### config.mk
export PLATFORM = sky130hd
export DESIGN_NAME = ysyx_23060061_lsu
export DESIGN_NICKNAME = d
export VERILOG_FILES = /design/src/rtl/ysyx_23060061_lsu.sv
export SDC_FILE = /design/constraint.sdc
export NUM_CORES = 1
export LEC_CHECK = 0
export ABC_AREA = 0
export ABC_CLOCK_PERIOD_IN_PS = 3150
export BUFFER_PORTS_ARGS = -buffer_cell sky130_fd_sc_hd__buf_2
export CAP_MARGIN = 25
export CORE_MARGIN = 1.5
export CORE_UTILIZATION = 40
export DETAILED_ROUTE_END_ITERATION = 8
export HOLD_SLACK_MARGIN = 0.12
export PLACE_DENSITY = 0.7
export SLEW_MARGIN = 20
export SYNTH_ARGS = -nofsm -noshare
export SYNTH_HDL_FRONTEND = slang
export SYNTH_SLANG_ARGS = --single-unit
### constraint.sdc
create_clock -name clk -period 3.15 [get_ports clk]
set_clock_uncertainty 0.05 [all_clocks]
set_input_delay 0 -clock clk [delete_from_list [all_inputs] [get_ports clk]]
set_output_delay 0 -clock clk [all_outputs]
set_load 0.1 [all_outputs]
### src/rtl/ysyx_23060061_lsu.sv
`default_nettype none
// +----------------------------------------------------------------------------+
// | Module : ysyx_23060061_lsu                                                  |
// | Brief  : Multi-cycle load/store unit with an AXI4-Lite master port.        |
// |          One access in flight; byte-lane steering, misalign/illegal checks, |
// |          bus error reporting and a saturating per-access latency counter.  |
// | Rev    : 1.0 - initial release                                             |
// +----------------------------------------------------------------------------+
module ysyx_23060061_lsu #(
  parameter int XLEN   = 32,
  parameter int ADDR_W = 32,
  parameter int LAT_W  = 8
) (
  input  logic                clk,
  input  logic                rst,
  input  logic                in_valid,
  output logic                in_ready,
  input  logic [1:0]          in_op,
  input  logic [1:0]          in_size,
  input  logic                in_unsigned,
  input  logic [ADDR_W-1:0]   in_addr,
  input  logic [XLEN-1:0]     in_wdata,
  output logic [ADDR_W-1:0]   araddr,
  output logic                arvalid,
  input  logic                arready,
  input  logic [XLEN-1:0]     rdata,
  input  logic [1:0]          rresp,
  input  logic                rvalid,
  output logic                rready,
  output logic [ADDR_W-1:0]   awaddr,
  output logic                awvalid,
  input  logic                awready,
  output logic [XLEN-1:0]     wdata,
  output logic [XLEN/8-1:0]   wstrb,
  output logic                wvalid,
  input  logic                wready,
  input  logic [1:0]          bresp,
  input  logic                bvalid,
  output logic                bready,
  output logic                out_valid,
  input  logic                out_ready,
  output logic [XLEN-1:0]     out_rdata,
  output logic [1:0]          out_err,
  output logic [LAT_W-1:0]    out_lat
);

  localparam int NBYTE = XLEN / 8;
  localparam int OFFW  = $clog2(NBYTE);

  localparam logic [1:0] ERR_OK    = 2'b00;
  localparam logic [1:0] ERR_ALIGN = 2'b01;
  localparam logic [1:0] ERR_BUS   = 2'b10;
  localparam logic [1:0] ERR_ILL   = 2'b11;

  typedef enum logic [2:0] {
    IDLE  = 3'd0,
    RADDR = 3'd1,
    RDATA = 3'd2,
    WREQ  = 3'd3,
    WRESP = 3'd4,
    DONE  = 3'd5
  } state_t;

  state_t              state_q, state_d;
  logic [1:0]          size_q, size_d;
  logic                uns_q, uns_d;
  logic [ADDR_W-1:0]   addr_q, addr_d;
  logic [XLEN-1:0]     wdata_q, wdata_d;
  logic [NBYTE-1:0]    wstrb_q, wstrb_d;
  logic                aw_done_q, aw_done_d;
  logic                w_done_q, w_done_d;
  logic [XLEN-1:0]     rdata_q, rdata_d;
  logic [1:0]          err_q, err_d;
  logic [LAT_W-1:0]    lat_q, lat_d;

  logic [OFFW-1:0]     in_off, off, mis_mask;
  logic [7:0]          strb_base;
  logic [XLEN-1:0]     lane, ext;
  logic                illegal, misaligned, aw_hs, w_hs;

  assign in_off = in_addr[OFFW-1:0];
  assign off    = addr_q[OFFW-1:0];

  // Outputs are decoded from state; only registered payload leaves the block.
  assign in_ready  = (state_q == IDLE) && rst;
  assign arvalid   = (state_q == RADDR);
  assign rready    = (state_q == RDATA);
  assign awvalid   = (state_q == WREQ) && !aw_done_q;
  assign wvalid    = (state_q == WREQ) && !w_done_q;
  assign bready    = (state_q == WRESP);
  assign out_valid = (state_q == DONE);
  assign araddr    = addr_q;
  assign awaddr    = addr_q;
  assign wdata     = wdata_q;
  assign wstrb     = wstrb_q;
  assign out_rdata = rdata_q;
  assign out_err   = err_q;
  assign out_lat   = lat_q;
  assign aw_hs     = awvalid && awready;
  assign w_hs      = wvalid && wready;

  // Request decode: legality, alignment and store lane steering.
  always_comb begin
    illegal  = !((in_op == 2'b10) || (in_op == 2'b01)) || ((in_size == 2'd3) && (XLEN != 64));
    mis_mask = OFFW'((4'd1 << in_size) - 4'd1);
    misaligned = (in_off & mis_mask) != '0;
    case (in_size)
      2'd0:    strb_base = 8'h01;
      2'd1:    strb_base = 8'h03;
      2'd2:    strb_base = 8'h0F;
      default: strb_base = 8'hFF;
    endcase
  end

  // Load lane extraction followed by sign/zero extension.
  always_comb begin
    lane = rdata >> {off, 3'b000};
    case (size_q)
      2'd0:    ext = uns_q ? XLEN'(lane[7:0])  : XLEN'($signed(lane[7:0]));
      2'd1:    ext = uns_q ? XLEN'(lane[15:0]) : XLEN'($signed(lane[15:0]));
      2'd2:    ext = uns_q ? XLEN'(lane[31:0]) : XLEN'($signed(lane[31:0]));
      default: ext = lane;
    endcase
  end

  // Next-state and payload update for the access sequencer.
  always_comb begin
    state_d   = state_q;
    size_d    = size_q;
    uns_d     = uns_q;
    addr_d    = addr_q;
    wdata_d   = wdata_q;
    wstrb_d   = wstrb_q;
    aw_done_d = aw_done_q;
    w_done_d  = w_done_q;
    rdata_d   = rdata_q;
    err_d     = err_q;
    lat_d     = lat_q;
    if ((state_q != IDLE) && (state_q != DONE) && (lat_q != '1)) begin
      lat_d = lat_q + 1'b1;
    end
    case (state_q)
      IDLE: begin
        if (in_valid && in_ready) begin
          size_d    = in_size;
          uns_d     = in_unsigned;
          addr_d    = in_addr;
          wdata_d   = in_wdata << {in_off, 3'b000};
          wstrb_d   = NBYTE'(strb_base) << in_off;
          aw_done_d = 1'b0;
          w_done_d  = 1'b0;
          rdata_d   = '0;
          err_d     = ERR_OK;
          lat_d     = LAT_W'(1);
          if (illegal) begin
            err_d   = ERR_ILL;
            state_d = DONE;
          end else if (misaligned) begin
            err_d   = ERR_ALIGN;
            state_d = DONE;
          end else if (in_op == 2'b10) begin
            state_d = RADDR;
          end else begin
            state_d = WREQ;
          end
        end
      end
      RADDR: begin
        if (arready) state_d = RDATA;
      end
      RDATA: begin
        if (rvalid) begin
          if (rresp != 2'b00) begin
            err_d = ERR_BUS;
          end else begin
            rdata_d = ext;
          end
          state_d = DONE;
        end
      end
      WREQ: begin
        if (aw_hs) aw_done_d = 1'b1;
        if (w_hs)  w_done_d  = 1'b1;
        if ((aw_done_q || aw_hs) && (w_done_q || w_hs)) state_d = WRESP;
      end
      WRESP: begin
        if (bvalid) begin
          if (bresp != 2'b00) err_d = ERR_BUS;
          state_d = DONE;
        end
      end
      DONE: begin
        if (out_ready) state_d = IDLE;
      end
      default: state_d = IDLE;
    endcase
  end

  // State and payload registers with synchronous active-low reset.
  always_ff @(posedge clk) begin
    if (!rst) begin
      state_q   <= IDLE;
      size_q    <= '0;
      uns_q     <= 1'b0;
      addr_q    <= '0;
      wdata_q   <= '0;
      wstrb_q   <= '0;
      aw_done_q <= 1'b0;
      w_done_q  <= 1'b0;
      rdata_q   <= '0;
      err_q     <= '0;
      lat_q     <= '0;
    end else begin
      state_q   <= state_d;
      size_q    <= size_d;
      uns_q     <= uns_d;
      addr_q    <= addr_d;
      wdata_q   <= wdata_d;
      wstrb_q   <= wstrb_d;
      aw_done_q <= aw_done_d;
      w_done_q  <= w_done_d;
      rdata_q   <= rdata_d;
      err_q     <= err_d;
      lat_q     <= lat_d;
    end
  end

endmodule
`default_nettype wire

==> flow_summary.toml, run 1 <==
[grt]
first_global_vias = 5869
antenna_found_initial = 0
grt_usage_pct = 25.5
grt_pass1_wl_um = 29200
grt_max_degree = 52
grt_overflow = 0

[critical_path]
cp_max_fo = 51
critPathKind = "reg -> reg"
start_kind = "flop"
r2r_cells = 5
required_ps = 3400
critical_path_arrival_ps = 2960
endpoint_kind = "flop"

[job]
maxCapViolCount = 0

[timing]
rsz0062_at_grt = "no"
report.final.slew_viol_count = 0
max_slew.worst_pin.slew_ps = 943
fin_crit_sh_pct = 86.3
setup_viol = 0
finalHoldViolCount = 0
max_freq_mhz = 368
finalCriticalPeriod_ps = 2720
setup_tns_ps = 0
relSlewSlack_pct = 37.1

[final_layout]
finalInstanceArea_mm2 = 0.00857
areaGrowthSynthToFinish_pct = 51.7
final_core_util_pct = 62.0
nFillCells = 1136
drive_gt1_share_pct = 35.1
nets = 1091
num_antenna_cells = 0

[power_and_ir_drop]
total_power_w = 0.00788
p_per_area_mw_per_mm2 = 919
leakage_nw = 4.01
p_int_w = 0.00367
p_seq_share_pct = 24.7
peakVddDrop_mv = 0.384
p_switching_w = 0.00421
power_frac_clock_pct = 22.9
p_sw_share_pct = 53.5
p_comb_share_pct = 52.5

[floorplanning]
core_area_mm2 = 0.0138
die_h_um = 122
placementRows = 43
dieArea_mm2 = 0.0149
die_x_um = 122
initial_utilization_pct = 40.9
num_io_pins = 263

[synth]
ys_seq_area_share_pct = 41.8
ys_async_sr_fraction_pct = 0
synth_area_per_cell_um2 = 8.79
ys.warnings.count = 0
synth-seq-cells = 118
synth_area_leader_cell = "dfxtp_1"
yosysTopAreaCellShare_pct = 41.8
ys.flop_type = "dfxtp_1"
netlist_instances = 643
synthTopCellsByArea = "dfxtp_1 42%, nand2_1 8.2%, mux2_2 4.6%, a21oi_1 4.4%, buf_4 4.2%"
synth_edf_count = 0
yosysMostFrequentCell = "nand2_1"
synth_area_mm2 = 0.00565
syn_nets = 759
synthTopCellsByCount = "124 x nand2_1, 118 x dfxtp_1, 50 x a21oi_1"
ys_types = 60

[placed_design]
gp_congestion = 0.907
dpl.hpwl_um = 12600
dpl_cell_area_mm2 = 0.00682
io_buffer_count = 262

[clock_tree]
cts_setup_buffers = 0
clock_path_buffers = 2
cts_max_level = 4
cts_buffers = 17
cts.sinks = 118
clk_pin_slew_worst_paths_ps = 60
cts_tree = "yes"
root_buffer = "clkbuf_16"
worstSkewPairLatency_ps = 410

[drt]
vias_per_cell = 5.29
antenna_left = 0
route.detailed.drc = 0
first_pass_iters = 5
drt_wl_total_um = 19200
initialDrtViolationCount = 369
wl_per_cell_um = 16.4
vias = 6176

[worst_hold_path]
min_path_type = "in -> reg"
worstHoldPathCells = 5

[outcome]
status = "complete, no violations"
-- flip-flops by register name (all words and copies together) (netlist names) --
signal / count
aw_done_q: 1
out_lat: 8
wstrb: 4
araddr: 32
out_rdata: 32
out_err: 2
uns_q: 1
state_q: 3
w_done_q: 1
wdata: 32
size_q: 2
-- what timing repair did --
item                      in CTS  in global routing
gates resized for setup        0                  0
hold buffers                 120                  0
hold endpoints to repair     108                  0
-- path summary, 6_finish.rpt --
| path | to | start | slack [ps] |
|---|---|---|---|
| worst max-delay path | wstrb[3] | state_q[0] | 430 |
| worst min-delay path | state_q[0] | arready | 150 |
| worst max register to register | wstrb[3] | state_q[0] | 430 |
| worst min register to register | wstrb[0] | wstrb[0] | 400 |
-- worst max-delay path, stage by stage, from the launching register on --
cell	delay, ps
dfxtp_1	500
or3_4	520
or2_2	650
nand3_1	200
o21ai_0	90
dlygate4sd3_1	590
-- cell usage in the layout, fill, tap and decap left out, types with 7 or more instances in the layout --
cell and count:
buf_2 262, nand2_1 124, dlygate4sd3_1 120, dfxtp_1 118, a21oi_1 50, nand3_1 42
o21ai_0 30, mux2_2 23, nor2_1 20, mux2i_1 19, a22oi_1 17, clkbuf_16 17
a22o_1 16, mux4_2 10, a32oi_1 9, buf_4 9, o211ai_1 8, inv_1 7
-- per-layer routing --
metal / up-vias / global-route usage [%] / part of all wire, %
met3: 61 / 7.12 / 7.9
met1: 2873 / 26.6 / 38
met2: 304 / 46.0 / 50
li1: 2938 / - / -
met4: 0 / 14.0 / 4.1
met5: - / 0 / 0
-- through the flow --
step	std cells	setup slack (ps)	hold slack, ps
detailed placement	1016	876	137
floorplan	643	333	48.9
global route	1168	262	174
CTS	1168	403	123
finish	1168	433	148
global placement	1016	874	136
-- logic make-up (layout without fill, tap and decap cells) --
group	Yosys count	after routing	synth area share, %
buf+inv	85	430	8.32
compound gates	160	160	18.4
simple gates	222	222	18.5
flops	118	118	41.8
xor+xnor	4	4	0.620
mux	52	52	11.9
fa+ha+maj	2	2	0.443
-- power groups by stage --
| stage | Combinational [W] | Sequential, W | Clock, W |
|---|---|---|---|
| 6_report | 0.00414 | 0.00194 | 0.00180 |
| 4_1_cts | 0.00412 | 0.00194 | 0.00183 |
| 5_1_grt | 0.00433 | 0.00197 | 0.00190 |
| 3_3_place_gp | 0.00395 | 0.00196 | 0 |
| 2_1_floorplan | 0.00205 | 0.00335 | 0 |
| 3_5_place_dp | 0.00395 | 0.00197 | 0 |
-- layout make-up --
| type | instances | area [um2] | share of cell area (%) |
|---|---|---|---|
| Multi-Input combinational cell | 440 | 2830 | 33.0 |
| Timing Repair Buffer | 391 | 2580 | 30.1 |
| Sequential cell | 118 | 2360 | 27.6 |
| Tap cell | 180 | 225 | 2.63 |
| Clock buffer | 20 | 447 | 5.21 |
| Clock inverter | 12 | 106 | 1.24 |
| Inverter | 7 | 26.3 | 0.306 |
(Power assumes the default switching activity.)
==> run 2, diff against run 1 <==
- ABC_CLOCK_PERIOD_IN_PS: 3150 -> 2300
- PLACE_DENSITY: 0.7 -> 0.73
- clock period: 3.15 -> 2.3 ns (I/O delays scaled with it)
==> flow_summary.toml, run 2 (synthesized netlist as in run 1, its figures left out) <==
[outcome]
status = "complete, no violations"

[critical_path]
cp_max_fo = 20
critPathLaunch = "state_q[0]"
r2r_cells = 5
required_ps = 2580
start_kind = "flop"
critPathCapture = "out_rdata[18]"
path_depth = 5
critical_path_arrival_ps = 2400
worst-r2r-setup-slack_ps = 180
timing.rr.end = "out_rdata[18]"
cp_num_buf_inv = 1
worstReg2RegStart = "state_q[0]"
crit_chain = "buf_4, or3b_4, nor2_2, nand4b_2, a21oi_1"
critPathKind = "reg -> reg"
cpMaxStageDelayCell = "or3b_4"
crit_family = "simple AND/OR/NAND/NOR gates"
endpoint_kind = "flop"
cp_slowest_stage_delay_ps = 460

[timing]
rsz0062_at_grt = "no"
report.final.slew_viol_count = 0
finalHoldViolCount = 0
setup_tns_ps = 0
fin_crit_sh_pct = 92.1
max_slew.worst_pin.slew_ps = 633
setup_viol = 0
max_freq_mhz = 472
finalCriticalPeriod_ps = 2120
whs_ps = 150
relSlewSlack_pct = 57.6

[floorplanning]
initial_utilization_pct = 40.9
die_x_um = 122
num_io_pins = 263
dieArea_mm2 = 0.0149
placementRows = 43
core_area_mm2 = 0.0138
die_h_um = 122

[clock_tree]
cts_setup_buffers = 0
clk_pin_slew_worst_paths_ps = 60
root_buffer = "clkbuf_16"
cts_tree = "yes"
worstSkewPairLatency_ps = 410
cts_max_level = 4
clock_path_buffers = 2
cts_buffers = 17
cts.sinks = 118

[drt]
vias_per_cell = 5.38
wl_per_cell_um = 17.6
drt_wl_total_um = 20700
initialDrtViolationCount = 420
first_pass_iters = 5
vias = 6311
antenna_left = 0
route.detailed.drc = 0

[grt]
grt_pass1_wl_um = 31300
grt_usage_pct = 27.3
antenna_found_initial = 1
grt_max_degree = 48
grt_overflow = 0
first_global_vias = 6025

[final_layout]
final_core_util_pct = 62.6
mostFrequentLayoutCells = "261 x buf_2, 124 x nand2_1, 116 x dfxtp_1, 116 x dlygate4sd3_1, 50 x a21oi_1"
areaGrowthSynthToFinish_pct = 53.1
nFillCells = 1067
drive_gt1_share_pct = 36.3
finalInstanceArea_mm2 = 0.00866
nets = 1096
final_common_cell = "buf_2"

[power_and_ir_drop]
total_power_w = 0.0110
leakage_nw = 4.07
p_per_area_mw_per_mm2 = 1270
peakVddDrop_mv = 0.968

[placed_design]
io_buffer_count = 262
dpl.hpwl_um = 13000
dpl_cell_area_mm2 = 0.00694
gp_congestion = 0.820

[job]
maxCapViolCount = 0

[worst_hold_path]
min_path_type = "in -> reg"
## run 2: cell count changes in the layout (fill, tap and decap cells not counted), sizes merged
| cell | delta |
|---|---|
| buf | +9 |
| dlygate4sd3 | -4 |
| clkbuf | -1 |
| clkinv | -1 |
| diode | +1 |
| inv | +1 |
## run 2: worst reg2reg max path: cells and delay by family, from the launching register on
| family | cells | cell delay, ps |
|---|---|---|
| compound gates | 1 | 270 |
| buf+inv | 1 | 190 |
| flops | 1 | 310 |
| simple gates | 3 | 1220 |
## run 2: power by group
group	switching [W]	total (W)	internal, W
logic	0.00467	0.00592	0.00125
registers	0.000234	0.00261	0.00237
clock network	0.000963	0.00246	0.00150
## run 2: timing repair
item                                   in CTS  in global routing
gates resized for setup                     0                  2
endpoints found under the hold margin     108                  0
hold buffers                              116                  0
setup endpoints to repair                   0                  7
## run 2: worst min-delay path by stage
| stage | depth (start not counted) | endpoint | start | slack (ps) |
|---|---|---|---|---|
| 2_1_floorplan | 2 | araddr[10] | in_addr[10] | 50 |
| 3_3_place_gp | 3 | araddr[20] | in_addr[20] | 130 |
| 3_5_place_dp | 3 | araddr[24] | in_addr[24] | 140 |
| 4_1_cts | 5 | out_err[1] | rresp[1] | 130 |
| 5_1_grt | 4 | state_q[1] | in_op[1] | 180 |
| 6_report | 5 | state_q[0] | bvalid | 150 |
## run 2: layer usage
metal / vias up / routed length, um / global-route usage, %
met2: 357 / 10000 / 45.5
met5: - / 0 / 0
li1: 2956 / - / -
met4: 0 / 788 / 14.6
met1: 2926 / 8200 / 31.4
met3: 72 / 1700 / 8.10
## run 2: area by class of cell
cell class                 instances  area, um2  area share (%)
multi-input combinational        440       2840            32.8
timing repair buffer             396       2650            30.6
sequential                       118       2360            27.3
clock buffer                      19        443            5.12
tap                              180        225            2.60
clock inverter                    12        106            1.23
inverter                           7       26.3           0.304
antenna                            1       2.50          0.0289
## run 2: per-stage QoR
stage,worst slack [ps],std cells
after global placement,301,1025
after global routing,38.0,1173
after CTS,115,1172
after detailed placement,210,1025
final,181,1173
after floorplan,-129,643
